==> config.mk <==
export PLATFORM = sky130hd
export DESIGN_NAME = acc_sequencer_8bits_flat
export DESIGN_NICKNAME = d
export VERILOG_FILES = /design/src/rtl/acc_sequencer_8bits_if.sv /design/src/rtl/acc_sequencer_8bits.sv /design/src/flat_wrapper.sv
export SDC_FILE = /design/constraint.sdc
export NUM_CORES = 1
export LEC_CHECK = 0
export BUFFER_PORTS_ARGS = -buffer_cell sky130_fd_sc_hd__buf_2
export CAP_MARGIN = 20
export CORE_ASPECT_RATIO = 2
export CORE_MARGIN = 2
export CORE_UTILIZATION = 58
export CTS_CLUSTER_SIZE = 25
export DETAILED_ROUTE_END_ITERATION = 8
export GPL_TIMING_DRIVEN = 0
export PLACE_DENSITY = 0.84
export SETUP_SLACK_MARGIN = 0.2
export SYNTH_ARGS = -nofsm -noshare
export SYNTH_HDL_FRONTEND = slang
export SYNTH_SLANG_ARGS = --single-unit
==> constraint.sdc <==
create_clock -name clk -period 3.2 [get_ports clk]
set_input_delay 0.16 -clock clk [delete_from_list [all_inputs] [get_ports clk]]
set_output_delay 0.16 -clock clk [all_outputs]
set_load 0.005 [all_outputs]
==> src/rtl/acc_sequencer_8bits_if.sv <==
// Command handshake and adder pin bundle for acc_sequencer_8bits.
// master = command issuer / adder side, slave = the sequencer itself.
interface acc_sequencer_8bits_if #(
    parameter int WIDTH = 8
);
    logic             start;
    logic [1:0]       op;
    logic [WIDTH-1:0] operand;
    logic             busy;
    logic             done;
    logic [WIDTH-1:0] add_a;
    logic [WIDTH-1:0] add_b;
    logic             add_sl;
    logic [WIDTH-1:0] add_so;
    logic             add_ovf;

    modport master (
        output start, op, operand, add_so, add_ovf,
        input  busy, done, add_a, add_b, add_sl
    );

    modport slave (
        input  start, op, operand, add_so, add_ovf,
        output busy, done, add_a, add_b, add_sl
    );
endinterface

==> src/rtl/acc_sequencer_8bits.sv <==
// Accumulator and command sequencer (LOAD/ADD/SUB/MUL) driving an external 8-bit adder.
// Optional saturation on adder overflow: define ACC_SAT_EN.
module acc_sequencer_8bits #(
    parameter int               WIDTH   = 8,
    parameter logic [WIDTH-1:0] ACC_RST = '0
) (
    input  logic                 clk,
    input  logic                 rst,
    input  logic                 clr_ovf,
    acc_sequencer_8bits_if.slave bus,
    output logic [WIDTH-1:0]     acc,
    output logic                 ovf_flag
);
    typedef enum logic [1:0] {IDLE, EXEC, MUL, DONE} state_t;

    localparam logic [1:0]       OP_LOAD = 2'b00;
    localparam logic [1:0]       OP_ADD  = 2'b01;
    localparam logic [1:0]       OP_SUB  = 2'b10;
    localparam logic [1:0]       OP_MUL  = 2'b11;
    localparam logic [WIDTH-1:0] ONE     = {{(WIDTH-1){1'b0}}, 1'b1};

    state_t           state_q, state_d;
    logic [1:0]       op_q, op_d;
    logic [WIDTH-1:0] acc_q, acc_d;
    logic [WIDTH-1:0] operand_q, operand_d;
    logic [WIDTH-1:0] cnt_q, cnt_d;
    logic [WIDTH-1:0] mcand_q, mcand_d;
    logic [WIDTH-1:0] partial_q, partial_d;
    logic             ovf_q, ovf_d;
    logic             set_ovf;
    logic [WIDTH-1:0] commit_val;

`ifdef ACC_SAT_EN
    // On overflow both operands share add_a's sign, so it picks the rail.
    always_comb begin
        if (bus.add_ovf)
            commit_val = bus.add_a[WIDTH-1] ? {1'b1, {(WIDTH-1){1'b0}}}
                                            : {1'b0, {(WIDTH-1){1'b1}}};
        else
            commit_val = bus.add_so;
    end
`else
    assign commit_val = bus.add_so;
`endif

    // Adder pins kept in their own process so the external combinational
    // path add_a -> add_so never loops back through the next-state logic.
    always_comb begin
        bus.add_a  = acc_q;
        bus.add_b  = '0;
        bus.add_sl = 1'b0;
        if (state_q == EXEC && (op_q == OP_ADD || op_q == OP_SUB)) begin
            bus.add_b  = operand_q;
            bus.add_sl = (op_q == OP_SUB);
        end else if (state_q == MUL) begin
            bus.add_a = partial_q;
            bus.add_b = mcand_q;
        end
    end

    // NOTE: every signal gets a default before the case so no path leaves
    // one unassigned; otherwise synthesis infers a latch.
    always_comb begin
        state_d   = state_q;
        op_d      = op_q;
        acc_d     = acc_q;
        operand_d = operand_q;
        cnt_d     = cnt_q;
        mcand_d   = mcand_q;
        partial_d = partial_q;
        set_ovf   = 1'b0;

        unique case (state_q)
            IDLE: begin
                if (bus.start) begin
                    op_d      = bus.op;
                    operand_d = bus.operand;
                    if (bus.op == OP_MUL) begin
                        mcand_d   = acc_q;
                        cnt_d     = bus.operand;
                        partial_d = '0;
                        state_d   = MUL;
                    end else begin
                        state_d = EXEC;
                    end
                end
            end
            EXEC: begin
                if (op_q == OP_LOAD) begin
                    acc_d = operand_q;
                end else if (op_q == OP_ADD || op_q == OP_SUB) begin
                    acc_d   = commit_val;
                    set_ovf = bus.add_ovf;
                end
                state_d = DONE;
            end
            MUL: begin
                if (cnt_q != '0) begin
                    partial_d = commit_val;
                    cnt_d     = cnt_q - ONE;
                    set_ovf   = bus.add_ovf;
                end else begin
                    acc_d   = partial_q;
                    state_d = DONE;
                end
            end
            DONE: state_d = IDLE;
            default: state_d = IDLE;
        endcase

        // A fresh overflow beats a simultaneous clear.
        ovf_d = set_ovf | (ovf_q & ~clr_ovf);
    end

    // NOTE: sequential state uses non-blocking assignments so every register
    // samples the pre-edge values regardless of statement order.
    always_ff @(posedge clk) begin
        if (rst) begin
            state_q   <= IDLE;
            op_q      <= '0;
            acc_q     <= ACC_RST;
            operand_q <= '0;
            cnt_q     <= '0;
            mcand_q   <= '0;
            partial_q <= '0;
            ovf_q     <= 1'b0;
        end else begin
            state_q   <= state_d;
            op_q      <= op_d;
            acc_q     <= acc_d;
            operand_q <= operand_d;
            cnt_q     <= cnt_d;
            mcand_q   <= mcand_d;
            partial_q <= partial_d;
            ovf_q     <= ovf_d;
        end
    end

    assign bus.busy = (state_q == EXEC) || (state_q == MUL);
    assign bus.done = (state_q == DONE);
    assign acc      = acc_q;
    assign ovf_flag = ovf_q;
endmodule
==> src/flat_wrapper.sv <==
// flat-port wrapper written by rule: the top's interface ports become plain ports
module acc_sequencer_8bits_flat 
#(
    parameter int               WIDTH   = 8,
    parameter logic [WIDTH-1:0] ACC_RST = '0
)
  (clk, rst, clr_ovf, acc, ovf_flag, bus_start, bus_op, bus_operand, bus_add_so, bus_add_ovf, bus_busy, bus_done, bus_add_a, bus_add_b, bus_add_sl);
  acc_sequencer_8bits_if #(.WIDTH(WIDTH)) bus_i ();
  input  logic clk;
  input  logic rst;
  input  logic clr_ovf;
  output logic [WIDTH-1:0] acc;
  output logic ovf_flag;
  input wire logic [$bits(bus_i.start)-1:0] bus_start;
  input wire logic [$bits(bus_i.op)-1:0] bus_op;
  input wire logic [$bits(bus_i.operand)-1:0] bus_operand;
  input wire logic [$bits(bus_i.add_so)-1:0] bus_add_so;
  input wire logic [$bits(bus_i.add_ovf)-1:0] bus_add_ovf;
  output wire logic [$bits(bus_i.busy)-1:0] bus_busy;
  output wire logic [$bits(bus_i.done)-1:0] bus_done;
  output wire logic [$bits(bus_i.add_a)-1:0] bus_add_a;
  output wire logic [$bits(bus_i.add_b)-1:0] bus_add_b;
  output wire logic [$bits(bus_i.add_sl)-1:0] bus_add_sl;
  assign bus_i.start = bus_start;
  assign bus_i.op = bus_op;
  assign bus_i.operand = bus_operand;
  assign bus_i.add_so = bus_add_so;
  assign bus_i.add_ovf = bus_add_ovf;
  assign bus_busy = bus_i.busy;
  assign bus_done = bus_i.done;
  assign bus_add_a = bus_i.add_a;
  assign bus_add_b = bus_i.add_b;
  assign bus_add_sl = bus_i.add_sl;
  acc_sequencer_8bits #(.WIDTH(WIDTH), .ACC_RST(ACC_RST)) u_core (.clk(clk), .rst(rst), .clr_ovf(clr_ovf), .bus(bus_i), .acc(acc), .ovf_flag(ovf_flag));
endmodule
Word level (Yosys, flattened, before mapping)
Cells that the tools add are included.
{"block": "op_classes", "add_sub_neg": 1, "n_eq_ne": 11, "muxes": 25, "bitwise_logic": 3, "reduce_logical": 13}
{"operator": "$mux W8", "n": 13}
{"operator": "$pmux W8 S2", "n": 3}
{"operator": "$eq A2 B2 Y1 const B", "n": 4}
{"operator": "$pmux W2 S4", "n": 1}
{"operator": "$reduce_bool A8 Y1", "n": 1}
{"operator": "$sub A8 B1 Y8 const B", "n": 1}
{"operator": "$mux W2", "n": 3}
{"operator": "$reduce_and A3 Y1", "n": 2}
{"operator": "$eq A2 B1 Y1 const B", "n": 2}
{"operator": "$logic_not A2 Y1", "n": 2}
{"operator": "$mux W1", "n": 4}
{"operator": "$ne A2 B1 Y1 const B", "n": 2}
{"operator": "$ne A2 B2 Y1 const B", "n": 2}
{"operator": "$reduce_and A2 Y1", "n": 2}
{"operator": "$reduce_and A4 Y1", "n": 1}
{"operator": "$reduce_bool A2 Y1", "n": 2}
{"operator": "$ne A3 B3 Y1 const B", "n": 1}
{"operator": "$logic_or A1 B1 Y1", "n": 2}
{"operator": "$pmux W1 S2", "n": 1}
{"operator": "$and A1 B1 Y1", "n": 1}
{"operator": "$logic_and A1 B1 Y1", "n": 1}
{"operator": "$not A1 Y1", "n": 1}
{"operator": "$or A1 B1 Y1", "n": 1}
{"block": "word_totals", "ff_bits": 45, "output_inout_bits": 28, "wordCells": 61}

Depth between registers and ports, before layout
{"block": "logic_depth", "word_depth": 6, "depth_mapped": 8, "depth_no_buf": 6}

Worst setup path after synthesis
OpenSTA, ideal clock, no wires.
{"block": "synth_path", "kind": "flip-flop to flip-flop", "start": "reg u_core.cnt_q[3]", "end": "reg u_core.cnt_q[6]", "arrival_ns": 1.958, "path_slack_ns": 1.167, "path_stages_with_launch": 7, "path_buffers": 2, "cell_sequence": "dfxtp_1 -> or4_1 -> buf_2 -> or4_4 -> buf_6 -> a311o_1 -> o21ai_0"}
{"block": "synth_between", "elab_chain_cells": 3}
{"item": "start: declaration", "line": "acc_sequencer_8bits.sv:26", "text": "logic [WIDTH-1:0] cnt_q, cnt_d;"}
{"item": "start signal: assignment", "line": "acc_sequencer_8bits.sv:132", "text": "cnt_q <= cnt_d;"}
{"item": "$sub A8 B1 Y8 / $reduce_bool A8 Y1 (equally long branches)", "line": "acc_sequencer_8bits.sv:100, acc_sequencer_8bits.sv:98"}
{"item": "$mux W8 / $ne A2 B1 Y1 (equally long branches)"}
{"item": "$pmux W8 S2 / $reduce_and A4 Y1 (equally long branches)"}
Parallel ways exist; a longest one is shown, timed or not. The select of a mux whose other input is x is not followed.
A chain may end at the register's enable or synchronous reset.

Worst setup path after layout
{"block": "layout_path", "start": "reg u_core.op_q[0]", "end": "out bus_add_a[7]"}
{"block": "layout_between", "elab_chain_cells": 4}
{"item": "start: declaration", "line": "acc_sequencer_8bits.sv:23", "text": "logic [1:0] op_q, op_d;"}
{"item": "start signal: assignment", "line": "acc_sequencer_8bits.sv:129", "text": "op_q <= op_d;"}
{"item": "$eq A2 B1 Y1 / $eq A2 B2 Y1 (equally long branches)", "line": "acc_sequencer_8bits.sv:52", "text": "if (state_q == EXEC && (op_q == OP_ADD || op_q == OP_SUB)) begin"}
{"item": "$logic_or A1 B1 Y1 *", "line": "acc_sequencer_8bits.sv:52"}
{"item": "$logic_and A1 B1 Y1 *", "line": "acc_sequencer_8bits.sv:52"}
{"item": "$mux W8 *", "line": "acc_sequencer_8bits.sv:52"}
{"item": "end: declaration", "line": "flat_wrapper.sv:21", "text": "output wire logic [$bits(bus_i.add_a)-1:0] bus_add_a;"}
Every way passes the cells marked *; elsewhere a longest branch is shown, timed or not.

==> flow_summary.ini <==
[outcome]
outcome = completed

[global_routing]
grt_pass1_wl_mm = 10.79
track_usage_pct = 30.06
antenna_found_initial = 0
grt_max_degree = 15
grt_pass1_vias = 2253
overflow = 0

[setup_path]
cp_top_family = simple AND/OR/NAND/NOR gates
setup.worst_path.start_class = flop
cp_num_buf_inv = 3
critPathSlowestCell = nor2_1
critPathMaxStageDelay_ps = 670
required_ps = 3040
path_class = flop to primary output
cp_cell_sequence = inv_1, ha_1, and2_1, clkbuf_1, nor2_1, mux2_2, buf_2
critPathMaxFanout = 9
worstPathArrival_ps = 2620
end_kind = primary output

[layout]
num-fill-cells = 346
multi_input_area_mm2 = 0.001369
final_nets = 380
diodes = 0
drive_gt1_share_pct = 23.50
final_area_mm2 = 0.002786
final_util_pct = 69.57
stdcell_count = 401
final-seq-area_um2 = 900.9
layout_common_cells = nand2_1, buf_2, dfxtp_1
layout_commonest_cell = nand2_1
syn_to_final_growth_pct = 17.21

[floorplan]
std_cell_rows = 33
coreArea_mm2 = 0.004005
ioPinCount = 51
die-area_mm2 = 0.004658
initial_core_util_pct = 59.36
dieHeight_um = 94.54
die_w_um = 49.27

[timing]
min_period_ps = 2782
slew_headroom_pct = 43.12
rsz0062_at_grt = false
slew_viol_final = 0
hold_ws_ps = 84.78
tightest_slew_ps = 847.5
fin_tns_setup_ps = 0
setup_violations = 0
final_hold_viol_count = 0
post-route-period-util_pct = 86.93
fmax_mhz = 359.5
setup_ws_ps = 418.2
fin_skew_ps = 4.949

[routing]
vias = 2493
via_per_inst = 6.217
drcViolationCount = 0
detail-route-antenna-nets = 0
first_iter_violations = 119
routedWlPerCell_um = 16.83
wirelength_mm = 6.747
drtPass1Iterations = 5

[cts]
cts_root_buffer = clkbuf_8
cts.clk_slew.worst_paths_ps = 90
ctsResizeCount = 0
cts_hold_buffers = 0
cts_max_path_buffers = 2
cts_sinks = 45
htreeDepth = 2
cts_tree = built
cts_buffers = 5
post-cts-setup-buffer-count = 0
clock_latency_ps = 310

[yosys]
synth_edf_count = 0
syn-num-nets = 322
async_reset_ff_share_pct = 0
avgSynthCellArea_um2 = 8.198
synth_seq_cells = 45
syn_area_mm2 = 0.002377
synth.yosys.seq_area_share_pct = 37.89
ys_warn_count = 0
ys_types = 44
synth_flop_cell = dfxtp_1
synthesis.instances = 290

[min_path]
min-delay-path-class = input port to flop

[placement]
placed_area_mm2 = 0.002693
dp.cells = 392
dp_hpwl_mm = 4.828
gp_congestion = 0.8462
place_ws_ps = 481.4
io_buffers = 50

[power]
ir_drop_mv = 0.5015
fin_total_pwr_mw = 2.024
powerDensity_mw_per_mm2 = 726.2
leakage_nw = 1.132

[job]
max_cap_viol_count = 0
## worst paths after layout
| path | from | end | slack (ps) | cells past startpoint |
|---|---|---|---|---|
| max | u_core.op_q[0] | bus_add_a[7] | 420 | 7 |
| min | bus_add_so[2] | u_core.partial_q[2] | 80 | 2 |
| max reg2reg | u_core.state_q[0] | u_core.partial_q[3] | 650 | 7 |
| min reg2reg | u_core.mcand_q[1] | u_core.mcand_q[1] | 470 | 2 |
## synthesized netlist by cell type, types with 2 or more instances
cell	count	area (µm²)
a21oi_1	33	165.2
a221oi_1	2	17.52
a22o_1	8	70.07
a22oi_1	8	60.06
a311o_1	2	20.02
a31oi_1	2	12.51
a32oi_1	2	17.52
and2_1	2	12.51
and3_1	2	12.51
buf_1	2	7.510
buf_2	2	10.01
clkbuf_1	11	41.29
dfxtp_1	45	900.9
ha_1	9	112.6
inv_1	10	37.54
mux2_2	16	180.2
nand2_1	58	217.7
nand2b_1	9	56.30
nand3_1	2	10.01
nand4_1	2	12.51
nor2_1	5	18.77
nor2b_1	3	18.77
nor3_1	6	30.03
o21ai_0	27	135.1
o32ai_1	2	17.52
or3_1	2	12.51
## flip-flops by register name, indices dropped and copies added (netlist names)
name,cells
u_core.mcand_q,8
u_core.op_q,2
u_core.state_q,2
u_core.cnt_q,8
u_core.partial_q,8
u_core.acc,8
u_core.operand_q,8
u_core.ovf_flag,1
## per-layer routing
layer | GRT usage (%) | vias to the layer above | wire (µm)
li1 | - | 1156 | -
met1 | 38.70 | 1168 | 2708
met2 | 48.65 | 142 | 3238
met3 | 3.956 | 27 | 534
met4 | 15.48 | 0 | 266
met5 | 0 | - | 0
## cell families after synthesis
group,Yosys count,synth area share (%)
flops,45,37.89
buf+inv,26,4.527
fa+ha+maj,9,4.737
compound gates,97,25.74
simple gates,97,19.53
mux,16,7.579
## final cells by class
| cell class | count | area share [%] |
|---|---|---|
| Buffer | 16 | 2.515 |
| Clock buffer | 5 | 2.470 |
| Clock inverter | 3 | 0.6286 |
| Inverter | 10 | 1.347 |
| Multi-Input combinational cell | 219 | 49.12 |
| Sequential cell | 45 | 32.33 |
| Tap cell | 52 | 2.335 |
| Timing Repair Buffer | 51 | 9.250 |
## worst register-to-register path, cell delays in order, from the launching register on
cell	delay, ps
dfxtp_1	340
inv_1	100
ha_1	150
clkbuf_1	230
nand4_1	470
o21ai_1	670
a21oi_4	230
a22o_1	260
## power breakdown
part	internal, mW	switching, mW
registers	0.648	0.0877
logic	0.350	0.581
clock network	0.151	0.206
total	1.15	0.874
(Power assumes the default switching activity.)
